[config.mk]
export PLATFORM = sky130hd
export DESIGN_NAME = iobus_arbiter
export DESIGN_NICKNAME = d
export VERILOG_FILES = /design/src/rtl/iobus_arb_pkg.sv /design/src/rtl/iobus_arbiter_rr_pick2.sv /design/src/rtl/iobus_arbiter.sv
export SDC_FILE = /design/constraint.sdc
export NUM_CORES = 1
export LEC_CHECK = 0
export ABC_CLOCK_PERIOD_IN_PS = 3800
export CAP_MARGIN = 20
export CORE_AREA = 2 2 118 120
export DETAILED_ROUTE_END_ITERATION = 10
export DIE_AREA = 0 0 120 122
export PLACE_DENSITY = 0.7
export SETUP_SLACK_MARGIN = 0.4
export SYNTH_ARGS = -nofsm -noshare
export SYNTH_HDL_FRONTEND = slang
export SYNTH_HIERARCHICAL = 1
export SYNTH_SLANG_ARGS = --single-unit
[constraint.sdc]
create_clock -name clk -period 3.8 [get_ports clk]
set_input_delay 0.95 -clock clk [delete_from_list [all_inputs] [get_ports clk]]
set_output_delay 0.95 -clock clk [all_outputs]
set_load 0.03 [all_outputs]
[src/rtl/iobus_arb_pkg.sv]
// Shared types and encodings for the two-master iobus arbiter.
package iobus_arb_pkg;

    typedef enum logic [1:0] {
        IDLE   = 2'd0,
        ACCESS = 2'd1,
        ACK    = 2'd2
    } arb_state_t;

    localparam logic [1:0] WE_RD = 2'b00;
    localparam logic [1:0] WE_B  = 2'b01;
    localparam logic [1:0] WE_H  = 2'b10;
    localparam logic [1:0] WE_W  = 2'b11;

    typedef struct packed {
        logic [1:0]  we;
        logic [31:0] addr;
        logic [31:0] wd;
        logic        lock;
    } mst_req_t;

    function automatic logic is_write(input logic [1:0] we);
        return we != WE_RD;
    endfunction

endpackage

[src/rtl/iobus_arbiter_rr_pick2.sv]
// Combinational 2-way round-robin picker with an optional hold on the last winner.
module rr_pick2
    import iobus_arb_pkg::*;
(
    input  logic [1:0] req,
    input  logic       last_gnt,
    input  logic       lock_hold,
    output logic       valid,
    output logic       gnt
);

    always_comb begin
        valid = |req;
        gnt   = 1'b0;
        if (lock_hold && req[last_gnt]) begin
            gnt = last_gnt;
        end else if (req == 2'b11) begin
            gnt = ~last_gnt;
        end else begin
            gnt = req[1];
        end
    end

endmodule

[src/rtl/iobus_arbiter.sv]
// Two-master round-robin arbiter in front of the single-port iobus.
// Define ARB_LOCK_EN to honour m*_lock (bounded back-to-back grants, LOCK_MAX).
//
// state  | meaning
// IDLE   | bus parked at IDLE_ADDR, pick a winner when any req is high
// ACCESS | winner drives the bus, write commits and read data is captured at the closing edge
// ACK    | one-cycle ack to the winner, requests ignored
module iobus_arbiter
    import iobus_arb_pkg::*;
#(
    parameter logic [31:0] IDLE_ADDR = 32'h0000_0000,
    parameter int          LOCK_MAX  = 16
) (
    input  logic        clk,
    input  logic        reset,
    input  logic        m0_req,
    input  logic [1:0]  m0_we,
    input  logic [31:0] m0_addr,
    input  logic [31:0] m0_wd,
    input  logic        m0_lock,
    output logic        m0_ack,
    output logic [31:0] m0_rd,
    input  logic        m1_req,
    input  logic [1:0]  m1_we,
    input  logic [31:0] m1_addr,
    input  logic [31:0] m1_wd,
    input  logic        m1_lock,
    output logic        m1_ack,
    output logic [31:0] m1_rd,
    output logic [1:0]  bus_we,
    output logic [31:0] bus_addr,
    output logic [31:0] bus_wd,
    input  logic [31:0] bus_data
);

    arb_state_t  state_q, state_d;
    logic        gnt_q, gnt_d;
    logic        last_gnt_q, last_gnt_d;
    logic [1:0]  ack_q, ack_d;
    logic [31:0] m0_rd_q, m0_rd_d;
    logic [31:0] m1_rd_q, m1_rd_d;

    mst_req_t    m0_bundle, m1_bundle, sel;
    logic        pick_valid, pick_gnt, lock_hold;

    assign m0_bundle = '{we: m0_we, addr: m0_addr, wd: m0_wd, lock: m0_lock};
    assign m1_bundle = '{we: m1_we, addr: m1_addr, wd: m1_wd, lock: m1_lock};
    assign sel       = gnt_q ? m1_bundle : m0_bundle;

    rr_pick2 u_pick (
        .req       ({m1_req, m0_req}),
        .last_gnt  (last_gnt_q),
        .lock_hold (lock_hold),
        .valid     (pick_valid),
        .gnt       (pick_gnt)
    );

`ifdef ARB_LOCK_EN
    localparam int LCW = (LOCK_MAX > 2) ? $clog2(LOCK_MAX) : 1;

    logic [LCW-1:0] lock_cnt_q, lock_cnt_d;
    logic           lock_arm_q, lock_arm_d;

    assign lock_hold = lock_arm_q;

    // The arm flag remembers that the access just finished was locked and still within budget.
    always_comb begin
        lock_cnt_d = lock_cnt_q;
        lock_arm_d = lock_arm_q;
        case (state_q)
            IDLE: begin
                if (pick_valid) begin
                    lock_arm_d = 1'b0;
                    if (lock_arm_q && (pick_gnt == last_gnt_q)) begin
                        lock_cnt_d = lock_cnt_q + LCW'(1);
                    end else begin
                        lock_cnt_d = '0;
                    end
                end
            end
            ACCESS: begin
                lock_arm_d = sel.lock && (lock_cnt_q < LCW'(LOCK_MAX - 1));
            end
            default: begin
            end
        endcase
    end

    always_ff @(posedge clk) begin
        if (!reset) begin
            lock_cnt_q <= '0;
            lock_arm_q <= 1'b0;
        end else begin
            lock_cnt_q <= lock_cnt_d;
            lock_arm_q <= lock_arm_d;
        end
    end
`else
    logic unused_lock;

    assign lock_hold   = 1'b0;
    assign unused_lock = sel.lock ^ (^LOCK_MAX);
`endif

    always_comb begin
        state_d    = state_q;
        gnt_d      = gnt_q;
        last_gnt_d = last_gnt_q;
        ack_d      = 2'b00;
        m0_rd_d    = m0_rd_q;
        m1_rd_d    = m1_rd_q;
        case (state_q)
            IDLE: begin
                if (pick_valid) begin
                    gnt_d      = pick_gnt;
                    last_gnt_d = pick_gnt;
                    state_d    = ACCESS;
                end
            end
            ACCESS: begin
                if (gnt_q) begin
                    m1_rd_d = bus_data;
                end else begin
                    m0_rd_d = bus_data;
                end
                ack_d   = gnt_q ? 2'b10 : 2'b01;
                state_d = ACK;
            end
            ACK: begin
                state_d = IDLE;
            end
            default: begin
                state_d = IDLE;
            end
        endcase
    end

    always_ff @(posedge clk) begin
        if (!reset) begin
            state_q    <= IDLE;
            gnt_q      <= 1'b0;
            last_gnt_q <= 1'b1;
            ack_q      <= 2'b00;
            m0_rd_q    <= '0;
            m1_rd_q    <= '0;
        end else begin
            state_q    <= state_d;
            gnt_q      <= gnt_d;
            last_gnt_q <= last_gnt_d;
            ack_q      <= ack_d;
            m0_rd_q    <= m0_rd_d;
            m1_rd_q    <= m1_rd_d;
        end
    end

    // Parked address keeps side-effecting reads (UART RX status) quiet between accesses.
    always_comb begin
        bus_we   = WE_RD;
        bus_addr = IDLE_ADDR;
        bus_wd   = '0;
        if (state_q == ACCESS) begin
            bus_we   = sel.we;
            bus_addr = sel.addr;
            bus_wd   = sel.wd;
        end
        if (!reset) begin
            bus_we = WE_RD;
        end
    end

    // Gating with reset suppresses an ack whose cycle coincides with reset.
    assign m0_ack = ack_q[0] & reset;
    assign m1_ack = ack_q[1] & reset;
    assign m0_rd  = m0_rd_q;
    assign m1_rd  = m1_rd_q;

endmodule
==> impl_metrics.env, run 1 <==
export IMPL_cts_hold_buf=0
export IMPL_initial_core_util_pct=27.41
export IMPL_async_flop_share_pct=0
export IMPL_io_buffers=299
export IMPL_gp_congestion=0.8319
export IMPL_period_share_pct=88.28
export IMPL_crit_required_ns=2.85
export IMPL_power_w=0.002344
export IMPL_end_kind="output pin"
export IMPL_core_mm2=0.01350
export IMPL_p_comb_share_pct=32.0
export IMPL_cp_data_arrival_time_ns=2.40
export IMPL_start_kind="input pin"
export IMPL_seq_power_share_pct=34.0
export IMPL_synth_fp_nets=588
export IMPL_yosysMostFrequentCell="mux2i_1"
export IMPL_tightest_slew_ns=0.9320
export IMPL_hpwl_mm=11.97
export IMPL_swShare_pct=29.88
export IMPL_cpMostUsedCell="clkdlybuf4s50_1"
export IMPL_n_antenna_cell=0
export IMPL_irDropWorstVdd_mv=0.2029
export IMPL_cp_top_family="buffers and inverters"
export IMPL_p_int_w=0.001644
export IMPL_rows=43
export IMPL_drc=0
export IMPL_syn_cell_area_mm2=0.003701
export IMPL_avgSynthCellArea_um2=8.854
export IMPL_setup_tns_ns=0
export IMPL_dr_pass1_iters=4
export IMPL_synth_edf_count=0
export IMPL_synth_cell_types=21
export IMPL_cpMaxStageDelayCell="clkdlybuf4s50_1"
export IMPL_die_h_um=122
export IMPL_synth_cells=418
export IMPL_grt_pass1_wl_mm=22.24
export IMPL_die_x_um=120
export IMPL_drive_gt1_share_pct=4.513
export IMPL_yosysWarningCount=6
export IMPL_wire_per_inst_um=17.29
export IMPL_maxCapViolCount=0
export IMPL_grt_max_degree=101
export IMPL_cts_buffers=9
export IMPL_grt_overflow=0
export IMPL_synth_common_cells="mux2i_1, nand2_1, dfxtp_1, nor2_1, buf_2"
export IMPL_crit_fanout=1
export IMPL_io_pins=302
export IMPL_power_switching_w=0.0007005
export IMPL_clock_root_buffer="clkbuf_16"
export IMPL_drt_total_wl_mm=15.37
export IMPL_outcome="finished, final reports clean"
export IMPL_crit_buf_inv=2
export IMPL_setup_viol=0
export IMPL_critPathKind="input pin to output pin"
export IMPL_final_area_mm2=0.007082
export IMPL_final_hold_viol_count=0
export IMPL_pwr_density_cell_mw_per_mm2=331.0
export IMPL_yosys_area_top_type_share_pct=37.86
export IMPL_vias_per_cell=4.499
export IMPL_ant_nets=0
export IMPL_clkSinkCount=70
export IMPL_grtUsageTotal_pct=19.98
export IMPL_areaGrowthSynthToFinish_pct=91.35
export IMPL_die_area_mm2=0.01464
export IMPL_path_cells="clkdlybuf4s50_1, mux2i_1, nor2_1, clkdlybuf4s50_1"
export IMPL_clk_pin_slew_ns=0.05
export IMPL_min_path_type="register to register"
export IMPL_grt_setup_unrepaired="false"
export IMPL_period_needed_ns=3.355
export IMPL_clkPwrFrac_pct=34.1
export IMPL_vias=4000
export IMPL_ys_seq_elements=70
export IMPL_final_max_slew_viol_count=0
export IMPL_fin_worst_hold_slack_ns=0.4543
export IMPL_cpPeakStageDelay_ns=0.69
export IMPL_fmax_mhz=298.1
export IMPL_power_leakage_nw=2.821
export IMPL_initialDrtViolationCount=160
export IMPL_synthTopCellsByArea="dfxtp_1, mux2i_1, nand2_1, nor2_1, buf_2"
export IMPL_h_tree_depth=3
export IMPL_clockBufferDepth=2
export IMPL_grt_pass1_vias=4150
export IMPL_synth_flop_cell="dfxtp_1"
export IMPL_final_util_pct=52.44
export IMPL_antenna_found_initial=0
export IMPL_clk_insertion_delay_late_ns=0.33
export IMPL_place_area_mm2=0.006765
export IMPL_fin_nets=875
export IMPL_ys_seq_area_share_pct=37.86
export IMPL_slew_headroom_pct=37.86
export IMPL_synth_area_leader_cell="dfxtp_1"
export IMPL_final_setup_skew_ns=0.004996
export IMPL_cts_tree="built"
worst register-to-register path, stage by stage (launching register included):
cell and delay, ns:
dfxtp_4 0.45, buf_12 0.22, buf_4 0.17, nor3b_4 0.45, buf_4 0.52, mux2i_1 0.29
final timing paths:
path / start / endpoint / slack [ns] / cells after the start
worst max register to register: gnt_q / m0_rd[22] / 1.62 / 5
worst min-delay path: m0_rd[18] / m0_rd[18] / 0.45 / 2
worst max-delay path: m0_wd[23] / bus_wd[23] / 0.45 / 4
worst min register to register: m0_rd[18] / m0_rd[18] / 0.45 / 2
state kept, by name (all words and copies together), names as in the netlist:
name and flops:
last_gnt_q 1, ack_q 2, state_q 2, m1_rd 32
m0_rd 32, gnt_q 1
metal layers:
metal | global-route usage [%] | share of wire, % | vias to the layer above
li1 | - | - | 1945
met2 | 34.20 | 48 | 193
met4 | 6.544 | 2.1 | 0
met3 | 9.036 | 11 | 23
met5 | 0 | 0 | -
met1 | 22.09 | 39 | 1839
cell usage in the layout, fill, tap and decap left out, types with 2 or more instances in the layout:
master	synthesis	final
clkdlybuf4s50_1	0	295
mux2i_1	131	129
nand2_1	98	98
dfxtp_1	70	69
nor2_1	68	68
clkbuf_16	0	10
buf_4	2	9
and2_1	3	3
inv_1	3	3
mux2i_2	0	2
nand3b_1	2	2
clkinv_2	0	2
dlymetal6s2s_1	0	2
buf_12	3	2
layout make-up:
type	instances	area (um2)
Clock buffer	12	267.8
Clock inverter	3	17.52
Fill cell	1242	6422
Inverter	3	11.26
Multi-Input combinational cell	311	2056
Sequential cell	70	1405
Tap cell	180	225.2
Timing Repair Buffer	310	3099
what timing repair did:
action / CTS / global route
endpoints found under the setup margin: 2 / 4
resized for setup: 2 / 3
endpoints found under the hold margin: 0 / 0
buffers inserted: 0 / 1
metrics by stage:
stage	std cells	worst slack [ns]
floorplan	418	1.187
global placement	873	0.3682
detailed placement	873	0.3522
CTS	888	0.4062
global route	889	0.4031
finish	889	0.4455
power by group through the flow:
stage	sequential [W]	combinational (W)	clock [W]
after detailed placement	0.000818	0.000737	0
after floorplan	0.000861	0.000329	0
after global routing	0.000801	0.000793	0.000844
final	0.000797	0.000749	0.000798
after CTS	0.000802	0.000743	0.000823
after global placement	0.000816	0.000733	0
cell families (layout without fill, tap and decap cells):
logic type	count (synthesis)	in the layout	share of synthesized area (%)
simple gates	176	176	18.93
mux	131	131	35.43
flops	70	70	37.86
buf+inv	37	328	7.032
compound gates	2	2	0.4058
other cells	1	1	0.1013
xor+xnor	1	1	0.2367
Note: power is estimated with default switching activity, not from simulation.
==> run 2: changes to the inputs <==
--- a/config.mk
+++ b/config.mk
@@ -11,7 +11,6 @@
 export DETAILED_ROUTE_END_ITERATION = 10
 export DIE_AREA = 0 0 120 122
 export PLACE_DENSITY = 0.7
-export SETUP_SLACK_MARGIN = 0.4
 export SYNTH_ARGS = -nofsm -noshare
 export SYNTH_HDL_FRONTEND = slang
 export SYNTH_HIERARCHICAL = 1
==> impl_metrics.env, run 2 (synthesized netlist as in run 1, its figures left out) <==
export IMPL_power_leakage_nw=2.773
export IMPL_clkSinkCount=70
export IMPL_setup_viol=0
export IMPL_die_h_um=122
export IMPL_clk_pin_slew_ns=0.05
export IMPL_areaGrowthSynthToFinish_pct=90.50
export IMPL_vias_per_cell=4.485
export IMPL_cts_buffers=9
export IMPL_place_ws_ns=0.3522
export IMPL_die_area_mm2=0.01464
export IMPL_h_tree_depth=3
export IMPL_clockBufferDepth=2
export IMPL_hpwl_mm=11.97
export IMPL_initialDrtViolationCount=134
export IMPL_min_path_type="register to register"
export IMPL_pwr_density_cell_mw_per_mm2=331.4
export IMPL_grt_pass1_vias=4149
export IMPL_end_kind="output pin"
export IMPL_outcome="finished, final reports clean"
export IMPL_gp_congestion=0.8319
export IMPL_cp_data_arrival_time_ns=2.53
export IMPL_io_buffers=299
export IMPL_critPathKind="input pin to output pin"
export IMPL_drt_total_wl_mm=15.15
export IMPL_place_area_mm2=0.006765
export IMPL_drc=0
export IMPL_final_area_mm2=0.007051
export IMPL_wire_per_inst_um=17.06
export IMPL_cts_hold_buf=0
export IMPL_clk_insertion_delay_late_ns=0.33
export IMPL_irDropWorstVdd_mv=0.1968
export IMPL_final_util_pct=52.21
export IMPL_final_hold_viol_count=0
export IMPL_grt_setup_unrepaired="false"
export IMPL_cts_tree="built"
export IMPL_core_mm2=0.01350
export IMPL_start_kind="input pin"
export IMPL_fmax_mhz=287.5
export IMPL_final_common_cell="clkdlybuf4s50_1"
export IMPL_crit_fanout=1
export IMPL_period_share_pct=91.53
export IMPL_maxCapViolCount=0
export IMPL_ant_nets=0
export IMPL_grt_max_degree=101
export IMPL_crit_required_ns=2.85
export IMPL_final_max_slew_viol_count=0
export IMPL_cts_resized=0
export IMPL_n_antenna_cell=0
export IMPL_period_needed_ns=3.478
export IMPL_die_x_um=120
export IMPL_grt_pass1_wl_mm=22.20
export IMPL_clock_root_buffer="clkbuf_16"
export IMPL_final_setup_skew_ns=0.005434
export IMPL_antenna_found_initial=0
export IMPL_rows=43
export IMPL_dr_pass1_iters=4
export IMPL_tightest_slew_ns=0.9293
export IMPL_timing_final_ws_setup_ns=0.3218
export IMPL_fin_nets=874
export IMPL_grt_overflow=0
export IMPL_final_cell_mix="clkdlybuf4s50_1, mux2i_1, nand2_1"
export IMPL_grtUsageTotal_pct=19.92
export IMPL_vias=3983
export IMPL_io_pins=302
export IMPL_postCtsSetupBuffers=0
export IMPL_slew_headroom_pct=38.05
export IMPL_drive_gt1_share_pct=4.096
export IMPL_initial_core_util_pct=27.41
export IMPL_setup_tns_ns=0
-- run 2: changes by cell type in the layout (fill, tap and decap cells not counted), sizes merged --
cell and delta:
dlygate4sd2 -1, clkdlybuf4s50 +3, buf -1, dlymetal6s2s -2
-- run 2: critical path, cell delays in order --
cell             delay [ns]
clkdlybuf4s50_1        0.42
mux2i_1                0.42
nor2_1                 0.11
clkdlybuf4s50_1        0.62
-- run 2: final cells by class --
class / instances / area (um2)
Clock inverter: 3 / 17.52
Multi-Input combinational cell: 311 / 2048
Clock buffer: 12 / 267.8
Fill cell: 1245 / 6454
Sequential cell: 70 / 1405
Timing Repair Buffer: 309 / 3075
Inverter: 3 / 11.26
Tap cell: 180 / 225.2
-- run 2: per-layer routing --
metal | part of all wire (%) | global-route usage (%) | vias up
met5 | 0 | 0 | -
li1 | - | - | 1943
met3 | 11 | 9.036 | 25
met4 | 2.2 | 6.544 | 0
met1 | 39 | 22.09 | 1814
met2 | 48 | 33.98 | 201
-- run 2: path summary, 6_finish.rpt --
path,startpoint,cells past startpoint,slack (ns),end
worst min-delay path,m0_rd[18],2,0.45,m0_rd[18]
worst max register to register,gnt_q,4,1.70,m0_rd[22]
worst max-delay path,m1_wd[31],4,0.32,bus_wd[31]
worst min register to register,m0_rd[18],2,0.45,m0_rd[18]
-- run 2: through the flow --
stage / hold WS, ns / power (W) / std cells
detailed placement: 0.4470 / 0.001554 / 873
global placement: 0.4425 / 0.001548 / 873
global route: 0.4712 / 0.002431 / 888
finish: 0.4541 / 0.002337 / 888
CTS: 0.4559 / 0.002368 / 888
floorplan: 0.4805 / 0.001189 / 418
-- run 2: report_power, final --
part / switching, W / internal, W / total [W]
registers: 0.0000328 / 0.000769 / 0.000802
clock network: 0.000305 / 0.000493 / 0.000798
logic: 0.000358 / 0.000378 / 0.000736
==> run 3: changes to the inputs <==
--- a/config.mk
+++ b/config.mk
@@ -6,11 +6,13 @@
 export NUM_CORES = 1
 export LEC_CHECK = 0
 export ABC_CLOCK_PERIOD_IN_PS = 3800
-export CAP_MARGIN = 20
+export CAP_MARGIN = 25
 export CORE_AREA = 2 2 118 120
 export DETAILED_ROUTE_END_ITERATION = 10
 export DIE_AREA = 0 0 120 122
 export PLACE_DENSITY = 0.7
+export RECOVER_POWER = 50
+export SKIP_CTS_REPAIR_TIMING = 1
 export SYNTH_ARGS = -nofsm -noshare
 export SYNTH_HDL_FRONTEND = slang
 export SYNTH_HIERARCHICAL = 1
==> impl_metrics.env, run 3 (synthesized netlist as in run 1, its figures left out) <==
export IMPL_outcome="finished, violations left"
export IMPL_violations="max-capacitance violations, max-slew violations"
export IMPL_grt_pass1_vias=4149
export IMPL_crit_fanout=1
export IMPL_antenna_found_initial=0
export IMPL_vias=3997
export IMPL_final_common_cell="clkdlybuf4s50_1"
export IMPL_vias_per_cell=4.501
export IMPL_seq_power_share_pct=34.4
export IMPL_gp_congestion=0.8319
export IMPL_h_tree_depth=3
export IMPL_setup_tns_ns=0
export IMPL_die_area_mm2=0.01464
export IMPL_start_kind="input pin"
export IMPL_final_setup_skew_ns=0.005479
export IMPL_min_path_type="register to register"
export IMPL_n_antenna_cell=0
export IMPL_clock_root_buffer="clkbuf_16"
export IMPL_initial_core_util_pct=27.41
export IMPL_grt_pass1_wl_mm=22.20
export IMPL_irDropWorstVdd_mv=0.1969
export IMPL_fin_nets=874
export IMPL_grt_max_degree=101
export IMPL_cts_buffers=9
export IMPL_clockBufferDepth=2
export IMPL_drive_gt1_share_pct=3.955
export IMPL_crit_required_ns=2.85
export IMPL_p_comb_share_pct=31.4
export IMPL_clkPwrFrac_pct=34.3
export IMPL_rows=43
export IMPL_p_int_w=0.001636
export IMPL_period_needed_ns=3.480
export IMPL_end_kind="output pin"
export IMPL_final_max_slew_viol_count=101
export IMPL_core_mm2=0.01350
export IMPL_pwr_density_cell_mw_per_mm2=330.9
export IMPL_io_pins=302
export IMPL_power_switching_w=0.0006959
export IMPL_final_hold_viol_count=0
export IMPL_power_leakage_nw=2.871
export IMPL_period_share_pct=91.58
export IMPL_drc=0
export IMPL_grtUsageTotal_pct=19.92
export IMPL_die_x_um=120
export IMPL_slew_headroom_pct=-20.90
export IMPL_die_h_um=122
export IMPL_ant_nets=0
export IMPL_critPathKind="input pin to output pin"
export IMPL_setup_viol=0
export IMPL_fmax_mhz=287.3
export IMPL_tightest_slew_ns=1.814
export IMPL_drt_total_wl_mm=15.16
export IMPL_maxCapViolCount=1
export IMPL_wire_per_inst_um=17.07
export IMPL_dr_pass1_iters=4
export IMPL_clkSinkCount=70
export IMPL_final_util_pct=52.18
export IMPL_hpwl_mm=11.97
export IMPL_areaGrowthSynthToFinish_pct=90.40
export IMPL_clk_insertion_delay_late_ns=0.33
export IMPL_swShare_pct=29.85
export IMPL_final_cell_mix="clkdlybuf4s50_1, mux2i_1, nand2_1"
export IMPL_clk_pin_slew_ns=0.05
export IMPL_initialDrtViolationCount=133
export IMPL_cp_data_arrival_time_ns=2.53
export IMPL_cts_tree="built"
export IMPL_grt_setup_unrepaired="false"
export IMPL_io_buffers=299
export IMPL_grt_overflow=0
## run 3: cell types whose count changed in the layout (fill, tap and decap cells not counted), sizes merged
cell and change:
clkdlybuf4s50 -31, dlygate4sd3 +31, buf -2, clkbuf +2
## run 3: cell type report
type	count	area [um2]
Clock buffer	12	267.8
Clock inverter	3	17.52
Fill cell	1247	6457
Inverter	3	11.26
Multi-Input combinational cell	311	2048
Sequential cell	70	1405
Tap cell	180	225.2
Timing Repair Buffer	309	3072
## run 3: path summary, 6_finish.rpt
path | from | endpoint | slack (ns) | cells past startpoint
worst max-delay path | m1_wd[31] | bus_wd[31] | 0.32 | 4
worst min-delay path | m0_rd[18] | m0_rd[18] | 0.45 | 2
worst max register to register | gnt_q | m0_rd[22] | 1.70 | 4
worst min register to register | m0_rd[18] | m0_rd[18] | 0.45 | 2
## run 3: power by group through the flow
stage	combinational [W]	clock, W	sequential (W)
2_1_floorplan	0.000329	0	0.000861
3_3_place_gp	0.000733	0	0.000816
3_5_place_dp	0.000737	0	0.000818
4_1_cts	0.000743	0.000823	0.000802
5_1_grt	0.000775	0.000844	0.000806
6_report	0.000732	0.000799	0.000801
## run 3: layer usage
metal / part of all wire [%] / vias up / track usage (%)
met5: 0 / - / 0
met4: 2.1 / 0 / 6.544
met3: 11 / 23 / 9.036
met2: 48 / 205 / 33.98
met1: 39 / 1824 / 22.09
li1: - / 1945 / -
## run 3: critical path: stages
cell	delay (ns)
clkdlybuf4s50_1	0.42
mux2i_1	0.42
nor2_1	0.12
clkdlybuf4s50_1	0.62
## run 3: per-stage QoR
step           hold WS (ns)  worst slack, ns  std cells  power (W)  area, um2
2_1_floorplan        0.4805            1.187        418   0.001189       3701
3_3_place_gp         0.4425           0.3682        873   0.001548       6765
5_1_grt              0.4683           0.3170        888   0.002425       7047
3_5_place_dp         0.4470           0.3522        873   0.001554       6765
6_report             0.4510           0.3198        888   0.002331       7047
4_1_cts              0.4559           0.3362        888   0.002368       7051
